==> src/rtl/uart_tx_fifo.sv <==
// First-word-fall-through byte FIFO feeding the UART transmitter, with sticky overflow status.
// Optional low-level interrupt output irq_o is enabled by defining UART_TX_FIFO_IRQ_EN.
module uart_tx_fifo #(
    parameter int unsigned Depth     = 16,
    parameter int unsigned IrqThresh = 2,
    localparam int unsigned CntWidth = $clog2(Depth) + 1
) (
    input  logic                clk_i,
    input  logic                reset_n_i,
    input  logic                flush_i,
    input  logic [7:0]          wr_data_i,
    input  logic                wr_en_i,
    output logic                full_o,
    output logic                overflow_o,
    input  logic                clear_overflow_i,
    output logic [7:0]          data_o,
    output logic                data_valid_o,
    input  logic                data_ready_i,
    output logic                empty_o,
`ifdef UART_TX_FIFO_IRQ_EN
    output logic                irq_o,
`endif
    output logic [CntWidth-1:0] count_o
);

    localparam int unsigned PtrW = $clog2(Depth);

    localparam logic [0:0] EMPTY_S = 1'b0;
    localparam logic [0:0] VALID_S = 1'b1;

    if (Depth < 2 || (Depth & (Depth - 1)) != 0) begin : gen_depth_chk
        $error("Depth must be a power of 2 and at least 2");
    end
    if (IrqThresh >= Depth) begin : gen_thresh_chk
        $error("IrqThresh must be below Depth");
    end

    logic [7:0]          mem [Depth];
    logic [PtrW-1:0]     wr_ptr_q, wr_ptr_d;
    logic [PtrW-1:0]     rd_ptr_q, rd_ptr_d;
    logic [CntWidth-1:0] count_q, count_d;
    logic                full_q, full_d;
    logic                empty_q, empty_d;
    logic                ovf_q, ovf_d;
    logic [0:0]          state_q, state_d;
    logic                accept, pop;

    // full_q is the registered flag, so a write while full is dropped even if a pop coincides
    assign accept = wr_en_i && !full_q;
    assign pop    = (state_q == VALID_S) && data_ready_i;

    always_comb begin
        wr_ptr_d = wr_ptr_q;
        rd_ptr_d = rd_ptr_q;
        count_d  = count_q;
        state_d  = state_q;
        if (flush_i) begin
            wr_ptr_d = '0;
            rd_ptr_d = '0;
            count_d  = '0;
            state_d  = EMPTY_S;
        end else begin
            if (accept) wr_ptr_d = wr_ptr_q + PtrW'(1);
            if (pop)    rd_ptr_d = rd_ptr_q + PtrW'(1);
            case ({accept, pop})
                2'b10:   count_d = count_q + CntWidth'(1);
                2'b01:   count_d = count_q - CntWidth'(1);
                default: count_d = count_q;
            endcase
            case (state_q)
                EMPTY_S: if (accept) state_d = VALID_S;
                VALID_S: if (pop && !accept && count_q == CntWidth'(1)) state_d = EMPTY_S;
                default: state_d = EMPTY_S;
            endcase
        end
        full_d  = (count_d == CntWidth'(Depth));
        empty_d = (count_d == '0);
    end

    // Set wins over clear; a write discarded by flush is not an overflow
    always_comb begin
        ovf_d = ovf_q;
        if (wr_en_i && full_q && !flush_i) ovf_d = 1'b1;
        else if (clear_overflow_i)         ovf_d = 1'b0;
    end

    always_ff @(posedge clk_i or negedge reset_n_i) begin
        if (!reset_n_i) begin
            wr_ptr_q <= '0;
            rd_ptr_q <= '0;
            count_q  <= '0;
            full_q   <= 1'b0;
            empty_q  <= 1'b1;
            ovf_q    <= 1'b0;
            state_q  <= EMPTY_S;
        end else begin
            wr_ptr_q <= wr_ptr_d;
            rd_ptr_q <= rd_ptr_d;
            count_q  <= count_d;
            full_q   <= full_d;
            empty_q  <= empty_d;
            ovf_q    <= ovf_d;
            state_q  <= state_d;
        end
    end

    always_ff @(posedge clk_i) begin
        if (accept && !flush_i) mem[wr_ptr_q] <= wr_data_i;
    end

    assign data_valid_o = (state_q == VALID_S);
    assign data_o       = data_valid_o ? mem[rd_ptr_q] : 8'h00;
    assign count_o      = count_q;
    assign full_o       = full_q;
    assign empty_o      = empty_q;
    assign overflow_o   = ovf_q;

`ifdef UART_TX_FIFO_IRQ_EN
    logic seen_q;
    logic irq_q;

    always_ff @(posedge clk_i or negedge reset_n_i) begin
        if (!reset_n_i) begin
            seen_q <= 1'b0;
            irq_q  <= 1'b0;
        end else begin
            seen_q <= seen_q | (accept && !flush_i);
            irq_q  <= (count_q <= CntWidth'(IrqThresh)) && seen_q;
        end
    end

    assign irq_o = irq_q;
`endif

endmodule

==> config.mk <==
export PLATFORM = sky130hd
export DESIGN_NAME = uart_tx_fifo
export DESIGN_NICKNAME = d
export VERILOG_FILES = /design/src/rtl/uart_tx_fifo.sv
export SDC_FILE = /design/constraint.sdc
export NUM_CORES = 1
export LEC_CHECK = 0
export BUFFER_PORTS_ARGS = -buffer_cell sky130_fd_sc_hd__buf_4
export CORE_ASPECT_RATIO = 0.5
export CORE_MARGIN = 2
export CORE_UTILIZATION = 35
export DETAILED_ROUTE_END_ITERATION = 8
export PLACE_DENSITY = 0.61
export REMOVE_ABC_BUFFERS = 1
export SLEW_MARGIN = 25
export SYNTH_ARGS = -nofsm -noshare
export SYNTH_HDL_FRONTEND = slang
export SYNTH_SLANG_ARGS = --single-unit
==> constraint.sdc <==
create_clock -name clk_i -period 2.55 [get_ports clk_i]
set_input_delay 0.3825 -clock clk_i [delete_from_list [all_inputs] [get_ports clk_i]]
set_output_delay 0.3825 -clock clk_i [all_outputs]
set_load 0.01 [all_outputs]
==> metrics.md, run 1 <==
| Metric | Value |
|---|---|
| Status | complete, no violations |
| Die Y | 97.2 um |
| Setup WS post-layout | 31.2 ps |
| Pwr per Cell Area | 740 nW/um2 |
| Hold Path End | overflow_o$_DFFE_PN0P_ |
| Clock root cell | clkbuf_16 |
| First-pass GRT wire length | 18,700 um |
| Final core utilization | 0.447 |
| DR iter-0 viols | 220 |
| Post-Synthesis Cells | 332 |
| Crit Path Max Fanout | 11 |
| Static leakage | 2.52 nW |
| Total die area | 18,500 um2 |
| Arrival time at the worst endpoint | 2140 ps |
| Period utilization | 0.988 |
| Die W | 190 um |
| Hold_sp | clear_overflow_i |
| Pre-CTS setup slack | 201 ps |
| Final ANT Viol Nets | 0 |
| Initial core utilization | 0.364 |
| Vias post-DR | 3,095 |
| Critical path class | register to output port |
| Post-DP HPWL | 7410 um |
| TritonCTS Buffers | 17 |
| Mapped Area | 6080 um2 |
| I/O pin total | 31 |
| Clock Latency Late Sink | 410 ps |
| Unrepaired setup endpoints after global routing | yes |
| GRT Resource Usage Total | 0.137 |
| CP endpoint kind | output port |
| Number of non-filler instances in the completed layout | 636 |
| Crit start category | register |
| Placed Cells | 597 |
| Slew margin rel. | 0.665 |
| Worst path required time | 2170 ps |
| Via-per-instance ratio | 4.87 |
| Hold WC Path Type | input port to register |
| Max Cap Viol | 0 |
| Synth warn | 0 |
| Initial antenna violation count | 0 |
| Worst R2R Path Depth | 7 |
| IO Port Bufs | 30 |
| Layout Nets | 420 |
| TNS Setup | 0 ps |
| Diode count | 0 |
| Worst-margin pin slew | 502 ps |
| Post-layout min period | 2520 ps |
| Share of the yosys chip area belonging to registers | 0.703 |
| Post-synthesis register bit count | 145 |
| Unique masters post-synth | 44 |
| CTS tree | yes |
| Syn Area/Cell | 18.3 um2 |
| Routed wire per std cell | 19.1 um |
| # rows | 33 |
| Global route overflow | 0 |
| Reg2Reg Capture Point | full_o$_DFF_PN0_ |
| Fmax | 397 MHz |
| Core Region | 16,700 um2 |
| GPL Wtd Cong | 0.842 |
| Number of global-route vias before repair | 3,248 |
| Slew Limit Fails | 0 |
| Final hold violations | 0 |
| Max IR drop VDD | 410 uV |
| Clock slew at reported path FFs | 60 ps |
| R2r setup slk | 320 ps |
| Layout cells sized above 1 | 0.333 |
| Worst R2R Start | full_o$_DFF_PN0_ |
| Clk sink count | 145 |
| Area Growth Syn to Fin | 22.7% |
| Routed WL | 12,100 um |
| Setup violations, final | 0 |
| H-Tree Depth | 4 |
| Fin Clk Skew | 6.73 ps |
| Clock Path Buffers | 2 |
| Post-route DRC | 0 |
| Hold path cells | 2 |
| Pre-Repair DR Iteration Count | 4 |
| Largest net degree at the start of global routing | 28 |
[area by class of cell]
cell class / count / area (um2)
fill: 1456 / 9220
sequential: 145 / 4270
multi-input combinational: 162 / 1700
timing repair buffer: 63 / 583
clock buffer: 18 / 429
tap: 227 / 284
clock inverter: 14 / 170
inverter: 7 / 26.3
[power by group]
group	leakage [nW]	switching [mW]	internal [mW]	total, mW
Combinational	0.856	0.195	0.196	0.391
Clock	0.288	1.02	1.48	2.50
Sequential	1.38	0.0203	2.62	2.64
Total	2.52	1.23	4.29	5.52
[flip-flops by register name, indices dropped and copies added (netlist names)]
| register | count |
|---|---|
| mem | 128 |
| count_o | 5 |
| rd_ptr_q | 4 |
| wr_ptr_q | 4 |
| data_valid_o | 1 |
| empty_o | 1 |
| full_o | 1 |
| overflow_o | 1 |
[Yosys cell counts, drive strengths merged]
| cell type | number | area [um2] |
|---|---|---|
| nand4 | 2 | 12.5 |
| nor3 | 6 | 30.0 |
| o211a | 1 | 10.0 |
| a221oi | 2 | 30.0 |
| nand2 | 11 | 41.3 |
| a21o | 1 | 7.51 |
| a21oi | 3 | 15.0 |
| xnor2 | 2 | 17.5 |
| or3 | 1 | 6.26 |
| o2111ai | 1 | 8.76 |
| nor2 | 28 | 105 |
| and2 | 3 | 18.8 |
| mux4 | 32 | 747 |
| or3b | 2 | 17.5 |
| dfstp | 1 | 26.3 |
| nor3b | 3 | 22.5 |
| a211oi | 1 | 7.51 |
| o21ai | 4 | 20.0 |
| nand3 | 2 | 15.0 |
| o22ai | 6 | 37.5 |
| o311ai | 1 | 8.76 |
| buf | 11 | 83.8 |
| mux2i | 19 | 190 |
| ha | 10 | 125 |
| nand4b | 1 | 8.76 |
| clkbuf | 7 | 27.5 |
| a41o | 1 | 10.0 |
| edfxtp | 128 | 3840 |
| xor2 | 4 | 35.0 |
| inv | 7 | 26.3 |
| dfrtp | 16 | 400 |
| nand2b | 5 | 31.3 |
| nor4b | 1 | 15.0 |
| mux2 | 3 | 33.8 |
| o32ai | 1 | 8.76 |
| nor2b | 3 | 18.8 |
| nand3b | 2 | 15.0 |
[worst max path at each step]
stage	start	end	slack (ps)	cells past startpoint
2_1_floorplan	rd_ptr_q[0]$_DFFE_PN0P_	data_o[2]	-270	4
3_3_place_gp	rd_ptr_q[0]$_DFFE_PN0P_	data_o[3]	280	6
3_5_place_dp	wr_en_i	full_o$_DFF_PN0_	200	8
4_1_cts	rd_ptr_q[0]$_DFFE_PN0P_	data_o[0]	7	6
5_1_grt	rd_ptr_q[0]$_DFFE_PN0P_	data_o[1]	-70	5
6_report	rd_ptr_q[0]$_DFFE_PN0P_	data_o[1]	30	5
[placed cells by master, fill, tap and decap left out, types with 6 or more instances in the layout]
| cell type | count |
|---|---|
| buf_4 | 53 |
| clkbuf_16 | 18 |
| dfrtp_1 | 15 |
| edfxtp_1 | 128 |
| ha_1 | 10 |
| inv_1 | 7 |
| mux2i_1 | 14 |
| mux4_2 | 27 |
| nand2_1 | 11 |
| nor2_1 | 28 |
| nor3_1 | 6 |
[metal layers]
metal  share of wire  GRT usage
met5               0          0
met4          0.0085     0.0447
met3           0.044     0.0271
met2            0.49      0.222
met1            0.46      0.187
[stage by stage]
step / power [mW] / cell area [um2] / hold WS [ps]
finish: 5.52 / 7460 / 176
detailed placement: 3.04 / 6710 / 269
CTS: 5.57 / 7420 / 154
global route: 5.72 / 7460 / 170
floorplan: 2.88 / 5970 / 86.9
global placement: 3.04 / 6710 / 269
[critical path, stage by stage (launching register included)]
cell,delay (ps)
dfrtp_2,410
buf_12,170
mux4_1,600
mux2i_2,250
o22ai_2,140
buf_4,170
[repair_timing]
item                       in CTS  in global routing
resized for setup               8                  4
gates cloned                    1                  1
setup endpoints to repair       5                  7
setup buffers                   3                  1
hold endpoints to repair       16                  0
pin swaps                       0                  1
hold buffers                    1                  0
[logic make-up (layout without fill, tap and decap cells)]
group	count (synthesis)	in the layout	synth area share
buf+inv	25	102	0.0226
xor+xnor	6	6	0.00865
compound gates	22	22	0.0270
fa+ha+maj	10	10	0.0206
mux	54	54	0.160
simple gates	70	70	0.0589
flops	145	145	0.703
Power figures use the tool's default switching activity.
==> run 2: changes to the inputs <==
CORE_UTILIZATION = 45   (was 35)
HOLD_SLACK_MARGIN = 0.15   (was not set)
PLACE_DENSITY = not set   (was 0.61)
PLACE_DENSITY_LB_ADDON = 0.15   (was not set)
==> metrics.md, run 2 (same netlist as run 1, synthesis figures left out) <==
| Metric | Value |
|---|---|
| Status | finished with violations |
| Failing checks | negative setup slack |
| Post-layout min period | 2570 ps |
| Final core utilization | 0.573 |
| Worst-margin pin slew | 496 ps |
| Number of global-route vias before repair | 3,457 |
| GPL Wtd Cong | 0.998 |
| Diode count | 0 |
| First-pass GRT wire length | 20,500 um |
| CTS tree | yes |
| Layout Nets | 425 |
| Post-DP HPWL | 8320 um |
| Total die area | 14,500 um2 |
| TritonCTS Buffers | 17 |
| Crit path cell chain | buf_12 -> buf_12 -> mux4_2 -> mux2i_2 -> o22ai_1 -> buf_4 |
| Worst R2R Path Depth | 7 |
| Commonest non-fill, non-tap cell in the layout | edfxtp_1 |
| H-Tree Depth | 4 |
| Clock root cell | clkbuf_16 |
| Initial core utilization | 0.471 |
| Clk sink count | 145 |
| Max FFs per register | 128 |
| Worst path top cell family by delay | multiplexers |
| Final hold violations | 0 |
| Via-per-instance ratio | 5.60 |
| IO Port Bufs | 30 |
| # rows | 29 |
| Max IR drop VDD | 454 uV |
| Fin Clk Skew | 7.98 ps |
| Pwr per Cell Area | 753 nW/um2 |
| Area of the multi-input gates | 1680 um2 |
| Hold_sp | wr_en_i |
| Slew Limit Fails | 0 |
| Number of non-filler instances in the completed layout | 584 |
| Max Cap Viol | 0 |
| Die Y | 86.2 um |
| Hold Path End | overflow_o$_DFFE_PN0P_ |
| I/O pin total | 31 |
| Clock Latency Late Sink | 420 ps |
| Setup violations, final | 2 |
| Number of buffers and inverters on the critical path | 3 |
| Core Region | 12,900 um2 |
| Most flops, register | mem |
| Placed Cells | 546 |
| Routed wire per std cell | 22.4 um |
| CP endpoint kind | output port |
| Critical path class | register to output port |
| Slew margin rel. | 0.669 |
| Initial antenna violation count | 0 |
| Final ANT Viol Nets | 0 |
| Area Growth Syn to Fin | 21.8% |
| Hold WC Path Type | input port to register |
| Clock Path Buffers | 2 |
| Post-route DRC | 0 |
| Routed WL | 13,100 um |
| Die W | 168 um |
| Most frequent cells in the layout | edfxtp_1, buf_4, mux4_2, nor2_1, clkbuf_16 |
| Static leakage | 2.53 nW |
| Reg area | 4270 um2 |
| Largest net degree at the start of global routing | 26 |
| Crit Path Max Fanout | 7 |
| Arrival time at the worst endpoint | 2190 ps |
| Crit path max-delay cell type | mux4_2 |
| Worst path required time | 2170 ps |
| Hold path cells | 3 |
| Unrepaired setup endpoints after global routing | yes |
| Period utilization | 1.01 |
| CP most frequent cell | buf_12 |
| Layout cells sized above 1 | 0.333 |
| R2r setup slk | 220 ps |
| GRT Resource Usage Total | 0.200 |
| Vias post-DR | 3,272 |
| Pre-Repair DR Iteration Count | 4 |
| Global route overflow | 0 |
| Reg2Reg Capture Point | full_o$_DFF_PN0_ |
| Clock slew at reported path FFs | 60 ps |
| Fmax | 389 MHz |
| DR iter-0 viols | 316 |
| Filler instances | 992 |
| Slowest stage delay, CP | 500 ps |
| Setup WS post-layout | -23.6 ps |
| Worst R2R Start | full_o$_DFF_PN0_ |
| Crit start category | register |
==> run 2: changes by cell type in the layout (fill, tap and decap cells not counted), moves of 2 or more <==
cell / delta
clkinvlp_4: +2
mux2i_1: +2
inv_8: -3
buf_6: +3
mux2i_2: -2
buf_4: +3
==> run 2: how the worst max path moves through the flow <==
stage                             from               end  slack, ps  cells past startpoint
2_1_floorplan  rd_ptr_q[0]$_DFFE_PN0P_         data_o[2]       -270                      4
3_3_place_gp                   wr_en_i  full_o$_DFF_PN0_        250                      8
3_5_place_dp                   wr_en_i  full_o$_DFF_PN0_        120                      8
4_1_cts        rd_ptr_q[0]$_DFFE_PN0P_         data_o[4]        -40                      6
5_1_grt        rd_ptr_q[0]$_DFFE_PN0P_         data_o[4]       -120                      6
6_report       rd_ptr_q[0]$_DFFE_PN0P_         data_o[4]        -20                      6
==> run 2: area by class of cell <==
cell class | instances | share of cell area
Clock buffer | 17 | 0.0575
Clock inverter | 15 | 0.0245
Inverter | 7 | 0.00355
Multi-Input combinational cell | 162 | 0.227
Sequential cell | 145 | 0.577
Tap cell | 170 | 0.0287
Timing Repair Buffer | 68 | 0.0817
==> run 2: worst reg2reg max path, stage by stage, from the launching register on <==
cell	delay [ps]
dfrtp_1	410
nor2b_1	260
inv_1	90
ha_1	450
or3b_2	480
o311ai_1	130
o2111ai_1	190
nor4b_2	230
==> run 2: stage by stage <==
| stage | setup WS [ps] | hold slack [ps] | TNS (ps) | area (um2) | total power [mW] |
|---|---|---|---|---|---|
| after floorplan | -273 | 86.9 | -1330 | 5970 | 2.88 |
| after global placement | 247 | 260 | 0 | 6670 | 3.03 |
| after detailed placement | 124 | 266 | 0 | 6670 | 3.04 |
| after CTS | -40.0 | 200 | -126 | 7400 | 5.62 |
| after global routing | -120 | 251 | -637 | 7400 | 5.75 |
| final | -23.6 | 211 | -44.9 | 7400 | 5.57 |
==> run 2: layer usage <==
| metal | global-route usage | up-vias | wire length [um] |
|---|---|---|---|
| li1 | - | 1455 | - |
| met1 | 0.278 | 1706 | 6110 |
| met2 | 0.309 | 99 | 6090 |
| met3 | 0.0475 | 12 | 706 |
| met4 | 0.0846 | 0 | 181 |
| met5 | 0 | - | 0 |
==> run 2: timing repair <==
| action | CTS | global route |
|---|---|---|
| pin swaps | 4 | 1 |
| buffers inserted | 3 | 0 |
| hold buffers | 2 | 0 |
| setup endpoints to repair | 7 | 8 |
| gates resized for setup | 12 | 1 |
| gates cloned | 1 | 0 |
| hold endpoints to repair | 18 | 0 |
==> run 2: report_power, final <==
group          switching, mW  internal, mW
clock network          0.999          1.55
registers             0.0254          2.62
logic                  0.191         0.193
